===== src/rtl/rv16_fu_sched_if.sv =====
// Bundle of the issue, functional-unit and writeback signals of the rv16
// execute-stage scheduler. The master side is the scheduler itself; the
// slave side is everything around it (decode, MUL/DIV units, register file).
interface rv16_fu_sched_if #(
  parameter int OPC_W  = 4,
  parameter int REG_AW = 4
);
  logic              iss_valid;
  logic              iss_ready;
  logic [OPC_W-1:0]  iss_opcode;
  logic [REG_AW-1:0] iss_rd;
  logic              mul_start;
  logic              mul_done;
  logic              div_start;
  logic              div_done;
  logic [6:0]        fu_sel;
  logic              wb_valid;
  logic              wb_ready;
  logic [REG_AW-1:0] wb_rd;
  logic              illegal_op;
  logic              fu_timeout;
  logic              busy;

  modport master (
    input  iss_valid, iss_opcode, iss_rd, mul_done, div_done, wb_ready,
    output iss_ready, mul_start, div_start, fu_sel, wb_valid, wb_rd,
           illegal_op, fu_timeout, busy
  );

  modport slave (
    output iss_valid, iss_opcode, iss_rd, mul_done, div_done, wb_ready,
    input  iss_ready, mul_start, div_start, fu_sel, wb_valid, wb_rd,
           illegal_op, fu_timeout, busy
  );
endinterface


===== src/rtl/rv16_fu_sched.sv =====
// rv16 execute-stage scheduler: accepts one decoded ALU instruction at a
// time, completes single-cycle ops directly, sequences MUL/DIV through a
// start/done handshake with timeout, drives the one-hot result-mux select
// and holds the writeback request until the register file takes it.
// Every output is a register or a decode of registered state only.
module rv16_fu_sched #(
  parameter int OPC_W   = 4,
  parameter int REG_AW  = 4,
  parameter int TIMEOUT = 32
) (
  input  logic clk,
  input  logic rst_n,
  rv16_fu_sched_if.master bus
);

  localparam int CNT_W = $clog2(TIMEOUT + 1);

  localparam logic [OPC_W-1:0] OP_ADD = OPC_W'(0);
  localparam logic [OPC_W-1:0] OP_SUB = OPC_W'(1);
  localparam logic [OPC_W-1:0] OP_MUL = OPC_W'(2);
  localparam logic [OPC_W-1:0] OP_DIV = OPC_W'(3);
  localparam logic [OPC_W-1:0] OP_XOR = OPC_W'(4);
  localparam logic [OPC_W-1:0] OP_AND = OPC_W'(5);
  localparam logic [OPC_W-1:0] OP_OR  = OPC_W'(6);

  typedef enum logic [1:0] {
    IDLE    = 2'd0,
    WAIT_MC = 2'd1,
    WB      = 2'd2
  } state_t;

  state_t            state_q, state_d;
  logic [OPC_W-1:0]  op_q;
  logic [REG_AW-1:0] rd_q;
  logic [CNT_W-1:0]  cnt_q;
  logic              mul_start_q, div_start_q;
  logic              illegal_q, timeout_q;
  logic [6:0]        fu_sel_d;

  logic accept, legal, multi_cycle, start_cycle, sel_done, done_ok, cnt_full;

  assign accept      = (state_q == IDLE) && bus.iss_valid;
  assign legal       = (bus.iss_opcode <= OP_OR);
  assign multi_cycle = (bus.iss_opcode == OP_MUL) || (bus.iss_opcode == OP_DIV);

  // The start pulse marks the first WAIT_MC cycle; a done seen there is too early.
  assign start_cycle = mul_start_q | div_start_q;
  assign sel_done    = (op_q == OP_MUL) ? bus.mul_done : bus.div_done;
  assign done_ok     = (state_q == WAIT_MC) && !start_cycle && sel_done;
  assign cnt_full    = (cnt_q == CNT_W'(TIMEOUT));

  // State register.
  always_ff @(posedge clk or negedge rst_n) begin
    // NOTE: sequential state is updated with <= so every flop samples the
    // pre-edge values; blocking = here would create order-dependent races.
    if (!rst_n) state_q <= IDLE;
    else        state_q <= state_d;
  end

  // Next-state logic; a done on the final counted cycle beats the timeout.
  always_comb begin
    // NOTE: default first so every path assigns state_d and no latch is inferred.
    state_d = state_q;
    case (state_q)
      IDLE:    if (accept && legal) state_d = multi_cycle ? WAIT_MC : WB;
      WAIT_MC: if (done_ok)         state_d = WB;
               else if (cnt_full)   state_d = IDLE;
      WB:      if (bus.wb_ready)    state_d = IDLE;
      default:                      state_d = IDLE;
    endcase
  end

  // Latched instruction, wait counter and one-cycle pulse registers.
  always_ff @(posedge clk or negedge rst_n) begin
    if (!rst_n) begin
      op_q        <= '0;
      rd_q        <= '0;
      cnt_q       <= '0;
      mul_start_q <= 1'b0;
      div_start_q <= 1'b0;
      illegal_q   <= 1'b0;
      timeout_q   <= 1'b0;
    end else begin
      mul_start_q <= accept && (bus.iss_opcode == OP_MUL);
      div_start_q <= accept && (bus.iss_opcode == OP_DIV);
      illegal_q   <= accept && !legal;
      timeout_q   <= (state_q == WAIT_MC) && !done_ok && cnt_full;
      if (accept) begin
        op_q  <= bus.iss_opcode;
        rd_q  <= bus.iss_rd;
        cnt_q <= '0;
      end else if (state_q == WAIT_MC && !cnt_full) begin
        cnt_q <= cnt_q + CNT_W'(1);
      end
    end
  end

  // One-hot result-mux select, only while an instruction is in flight.
  always_comb begin
    fu_sel_d = '0;
    if (state_q != IDLE) begin
      case (op_q)
        OP_ADD:  fu_sel_d = 7'b0000001;
        OP_SUB:  fu_sel_d = 7'b0000010;
        OP_MUL:  fu_sel_d = 7'b0000100;
        OP_DIV:  fu_sel_d = 7'b0001000;
        OP_XOR:  fu_sel_d = 7'b0010000;
        OP_AND:  fu_sel_d = 7'b0100000;
        OP_OR:   fu_sel_d = 7'b1000000;
        default: fu_sel_d = '0;
      endcase
    end
  end

  assign bus.iss_ready  = (state_q == IDLE);
  assign bus.busy       = (state_q != IDLE);
  assign bus.wb_valid   = (state_q == WB);
  assign bus.wb_rd      = rd_q;
  assign bus.fu_sel     = fu_sel_d;
  assign bus.mul_start  = mul_start_q;
  assign bus.div_start  = div_start_q;
  assign bus.illegal_op = illegal_q;
  assign bus.fu_timeout = timeout_q;

endmodule


===== src/flat_wrapper.sv =====
// flat-port wrapper written by rule: the top's interface ports become plain ports
module rv16_fu_sched_flat 
#(
  parameter int OPC_W   = 4,
  parameter int REG_AW  = 4,
  parameter int TIMEOUT = 32
)
  (clk, rst_n, bus_iss_valid, bus_iss_opcode, bus_iss_rd, bus_mul_done, bus_div_done, bus_wb_ready, bus_iss_ready, bus_mul_start, bus_div_start, bus_fu_sel, bus_wb_valid, bus_wb_rd, bus_illegal_op, bus_fu_timeout, bus_busy);
  rv16_fu_sched_if #(.OPC_W(OPC_W), .REG_AW(REG_AW)) bus_i ();
  input  logic clk;
  input  logic rst_n;
  input wire logic [$bits(bus_i.iss_valid)-1:0] bus_iss_valid;
  input wire logic [$bits(bus_i.iss_opcode)-1:0] bus_iss_opcode;
  input wire logic [$bits(bus_i.iss_rd)-1:0] bus_iss_rd;
  input wire logic [$bits(bus_i.mul_done)-1:0] bus_mul_done;
  input wire logic [$bits(bus_i.div_done)-1:0] bus_div_done;
  input wire logic [$bits(bus_i.wb_ready)-1:0] bus_wb_ready;
  output wire logic [$bits(bus_i.iss_ready)-1:0] bus_iss_ready;
  output wire logic [$bits(bus_i.mul_start)-1:0] bus_mul_start;
  output wire logic [$bits(bus_i.div_start)-1:0] bus_div_start;
  output wire logic [$bits(bus_i.fu_sel)-1:0] bus_fu_sel;
  output wire logic [$bits(bus_i.wb_valid)-1:0] bus_wb_valid;
  output wire logic [$bits(bus_i.wb_rd)-1:0] bus_wb_rd;
  output wire logic [$bits(bus_i.illegal_op)-1:0] bus_illegal_op;
  output wire logic [$bits(bus_i.fu_timeout)-1:0] bus_fu_timeout;
  output wire logic [$bits(bus_i.busy)-1:0] bus_busy;
  assign bus_i.iss_valid = bus_iss_valid;
  assign bus_i.iss_opcode = bus_iss_opcode;
  assign bus_i.iss_rd = bus_iss_rd;
  assign bus_i.mul_done = bus_mul_done;
  assign bus_i.div_done = bus_div_done;
  assign bus_i.wb_ready = bus_wb_ready;
  assign bus_iss_ready = bus_i.iss_ready;
  assign bus_mul_start = bus_i.mul_start;
  assign bus_div_start = bus_i.div_start;
  assign bus_fu_sel = bus_i.fu_sel;
  assign bus_wb_valid = bus_i.wb_valid;
  assign bus_wb_rd = bus_i.wb_rd;
  assign bus_illegal_op = bus_i.illegal_op;
  assign bus_fu_timeout = bus_i.fu_timeout;
  assign bus_busy = bus_i.busy;
  rv16_fu_sched #(.OPC_W(OPC_W), .REG_AW(REG_AW), .TIMEOUT(TIMEOUT)) u_core (.clk(clk), .rst_n(rst_n), .bus(bus_i));
endmodule

===== config.mk =====
export PLATFORM = sky130hd
export DESIGN_NAME = rv16_fu_sched_flat
export DESIGN_NICKNAME = d
export VERILOG_FILES = /design/src/rtl/rv16_fu_sched_if.sv /design/src/rtl/rv16_fu_sched.sv /design/src/flat_wrapper.sv
export SDC_FILE = /design/constraint.sdc
export NUM_CORES = 1
export LEC_CHECK = 0
export BUFFER_PORTS_ARGS = -buffer_cell sky130_fd_sc_hd__buf_4
export CAP_MARGIN = 30
export CORE_MARGIN = 3
export CORE_UTILIZATION = 46
export CTS_BUF_LIST = sky130_fd_sc_hd__clkbuf_4
export CTS_CLUSTER_DIAMETER = 100
export DETAILED_ROUTE_END_ITERATION = 16
export PLACE_DENSITY = 0.76
export SKIP_LAST_GASP = 1
export SLEW_MARGIN = 30
export SYNTH_ARGS = -nofsm -noshare
export SYNTH_HDL_FRONTEND = slang
export SYNTH_SLANG_ARGS = --single-unit
export TNS_END_PERCENT = 5

===== constraint.sdc =====
create_clock -name clk -period 1.6 [get_ports clk]
set_input_delay 0.32 -clock clk [delete_from_list [all_inputs] [get_ports clk]]
set_output_delay 0.32 -clock clk [all_outputs]
set_load 0.02 [all_outputs]

==> reports/metrics.cfg <==
[place]
dp_hpwl_mm = 1.588
place_congestion = 0.8046
dpl_cell_area_um2 = 1280
io_buffers = 31
pre_cts_slack_ps = 47.56

[finish]
multi_input_area_um2 = 474.2
final_area_um2 = 1341
fill_cells = 172
n_antenna_cell = 0
utilization = 0.6700
seq_area_um2 = 500.5
nNetsFinal = 151
area_growth_pct = 36.39
layout-drive-gt1-share = 0.4104

[global_routing]
grt_pass1_wl_mm = 3.463
grt_use_total = 0.1706
grt_pass1_vias = 831
antenna_found_initial = 0
grt_use_met1 = 0.2029
globalRouteMet2Util = 0.2908
gr-total-overflow = 0
grt_start_max_net_pins = 21
use_met3 = 0.05983
busiest_layer = met2

[synthesis]
ys_ff_latch = 20
synth_area_um2 = 983.4
syn_avg_cell_area_um2 = 10.46
synth_sequential_area_ratio = 0.5089
yosys_warnings = 0
synth_nets = 110
ys_types = 29
syn_inst = 94

[clock_network]
cts.sinks = 20
cts_tree = done
ctsHtreeMaxLevel = 1
numCtsBuffers = 3
clockBufferDepth = 2
clk_pin_slew_ps = 110
root_buffer = clkbuf_4
clock_latency_ps = 300

[critical_path]
crit_path_start_kind = flip-flop
ff2ff_path_depth = 5
critPathCapture = bus_fu_sel[4]
required_ps = 1280
r2r-start = u_core.state_q[0]
crit_chain = or3b_4, nor3_2, buf_4
reg2reg_to = u_core.state_q[1]
cp_max_fo = 4
startpoint = u_core.op_q[3]
r2r_slack_ps = -80
slowest_delay_ps = 420
end_kind = output port
crit_slowest_cell = dfrtp_1
critPathKind = reg2out
critPathArrivalTime_ps = 1410

[floorplan]
die_h_um = 52.24
die_w_um = 52.24
die-area_um2 = 2729
start_util = 0.4912
rows = 16
core_um2 = 2002
ios = 32

[timing]
finalHoldViolations = 0
min_period_ps = 1731
fin_skew_ps = 1.097
setup_slack_ps = -131.4
worst_slew_pin_slew_ps = 307.0
fmax_ghz = 0.5776
finalSetupTns_ps = -1111
slew_headroom = 0.7938
finalSetupViolCount = 11
hold-worst-slack_ps = 191.4
rsz0062_at_grt = yes
drv_slew = 0
min_period_over_period = 1.082

[route]
wl_per_cell_um = 12.55
postRouteAntennaNets = 0
dr.pass1.iters = 4
drc = 0
viasPerCell = 5.242
vias = 844
dr.first_iter.drc_count = 9
totalWireLength_mm = 2.020

[run_status]
violations = setup timing
outcome = complete, but fails checks

[min_path]
hp-class = in2reg
hold_depth = 2

[job]
max_cap_viol_count = 0

[power]
max-vdd-ir-drop_v = 0.0007731
p_per_area_nw_per_um2 = 978.1
p_leak_nw = 0.6429

state kept, by name, summed over array words and instances (netlist names):
name and cells:
u_core.bus.div_start 1, u_core.bus.fu_timeout 1, u_core.bus.illegal_op 1, u_core.bus.mul_start 1, u_core.bus.wb_rd 4, u_core.cnt_q 6
u_core.op_q 4, u_core.state_q 2
worst min-delay path by stage:
stage                      startpoint                   end  slack, ps
floorplan                       rst_n  u_core.bus.div_start         20
global placement                rst_n  u_core.bus.div_start        210
detailed placement              rst_n  u_core.bus.div_start        210
CTS                 bus_iss_opcode[0]  u_core.bus.mul_start        180
global route        bus_iss_opcode[0]  u_core.bus.mul_start        180
finish              bus_iss_opcode[0]  u_core.bus.mul_start        190
layout make-up:
cell class                 count  share of cell area
sequential                    20              0.3731
clock buffer                   3             0.01679
timing repair buffer          38              0.2146
multi-input combinational     67              0.3535
tap                           27             0.02519
clock inverter                 1            0.002798
inverter                       5             0.01399
critical path, delay by kind of cell (launching register included):
kind | cells | cell delay [ps]
buffers and inverters | 1 | 160
AND/OR/NAND/NOR | 2 | 530
flip-flops | 1 | 420
Yosys cell counts:
master,number,share of area
nor3_1,5,0.025
a211oi_1,1,0.0076
and2b_1,1,0.0076
mux2_2,9,0.10
a211o_1,1,0.0089
ha_1,2,0.025
or4b_4,1,0.014
dfrtp_1,20,0.51
o21ai_0,4,0.020
nor4b_1,1,0.0089
nor2b_1,1,0.0064
nand2_1,8,0.031
buf_2,2,0.010
mux2i_1,2,0.020
nor2_1,9,0.034
nand3_1,1,0.0051
nor3b_1,2,0.015
or3b_2,1,0.0089
nand2b_1,3,0.019
inv_1,5,0.019
a221o_1,1,0.010
or3b_1,1,0.0089
a21oi_1,4,0.020
a31oi_1,1,0.0064
and2_1,2,0.013
a21o_1,1,0.0076
nand3b_1,1,0.0076
or2b_1,1,0.0076
or3_1,3,0.019
where the power goes:
| part | switching (mW) | total, mW | internal [mW] |
|---|---|---|---|
| Clock | 0.150 | 0.241 | 0.0909 |
| Combinational | 0.223 | 0.450 | 0.227 |
| Sequential | 0.0478 | 0.621 | 0.573 |
per-layer routing:
layer,vias up,routed length [um]
met5,-,0
met4,0,7
met3,2,160
met2,32,977
met1,401,875
li1,409,-
per-stage QoR:
stage,cells,power [mW]
after floorplan,94,0.8703
after global placement,154,1.052
after detailed placement,154,1.066
after CTS,160,1.329
after global routing,161,1.394
final,161,1.312
cell families (layout without fill, tap and decap cells):
logic type / Yosys count / after routing / synth area share
mux: 11 / 11 / 0.1234
compound gates: 13 / 13 / 0.08144
buf+inv: 7 / 47 / 0.02926
flops: 20 / 20 / 0.5089
simple gates: 41 / 41 / 0.2316
fa+ha+maj: 2 / 2 / 0.02544
cell usage in the layout (no fill, tap or decap), drive strengths merged, types with 2 or more instances in the layout:
| cell | n |
|---|---|
| a21oi | 4 |
| and2 | 2 |
| buf | 37 |
| clkbuf | 3 |
| dfrtp | 20 |
| ha | 2 |
| inv | 5 |
| mux2 | 9 |
| mux2i | 2 |
| nand2 | 8 |
| nand2b | 3 |
| nor2 | 9 |
| nor3 | 5 |
| nor3b | 2 |
| o21ai | 4 |
| or3 | 3 |
| or3b | 2 |
repair_timing:
| action | CTS | global route |
|---|---|---|
| endpoints found under the setup margin | 7 | 11 |
| setup buffers | 1 | 1 |
| pin swaps | 1 | 0 |
| hold endpoints to repair | 20 | 0 |
| gates resized for setup | 3 | 0 |
| hold buffers | 1 | 0 |
(Power assumes the default switching activity.)
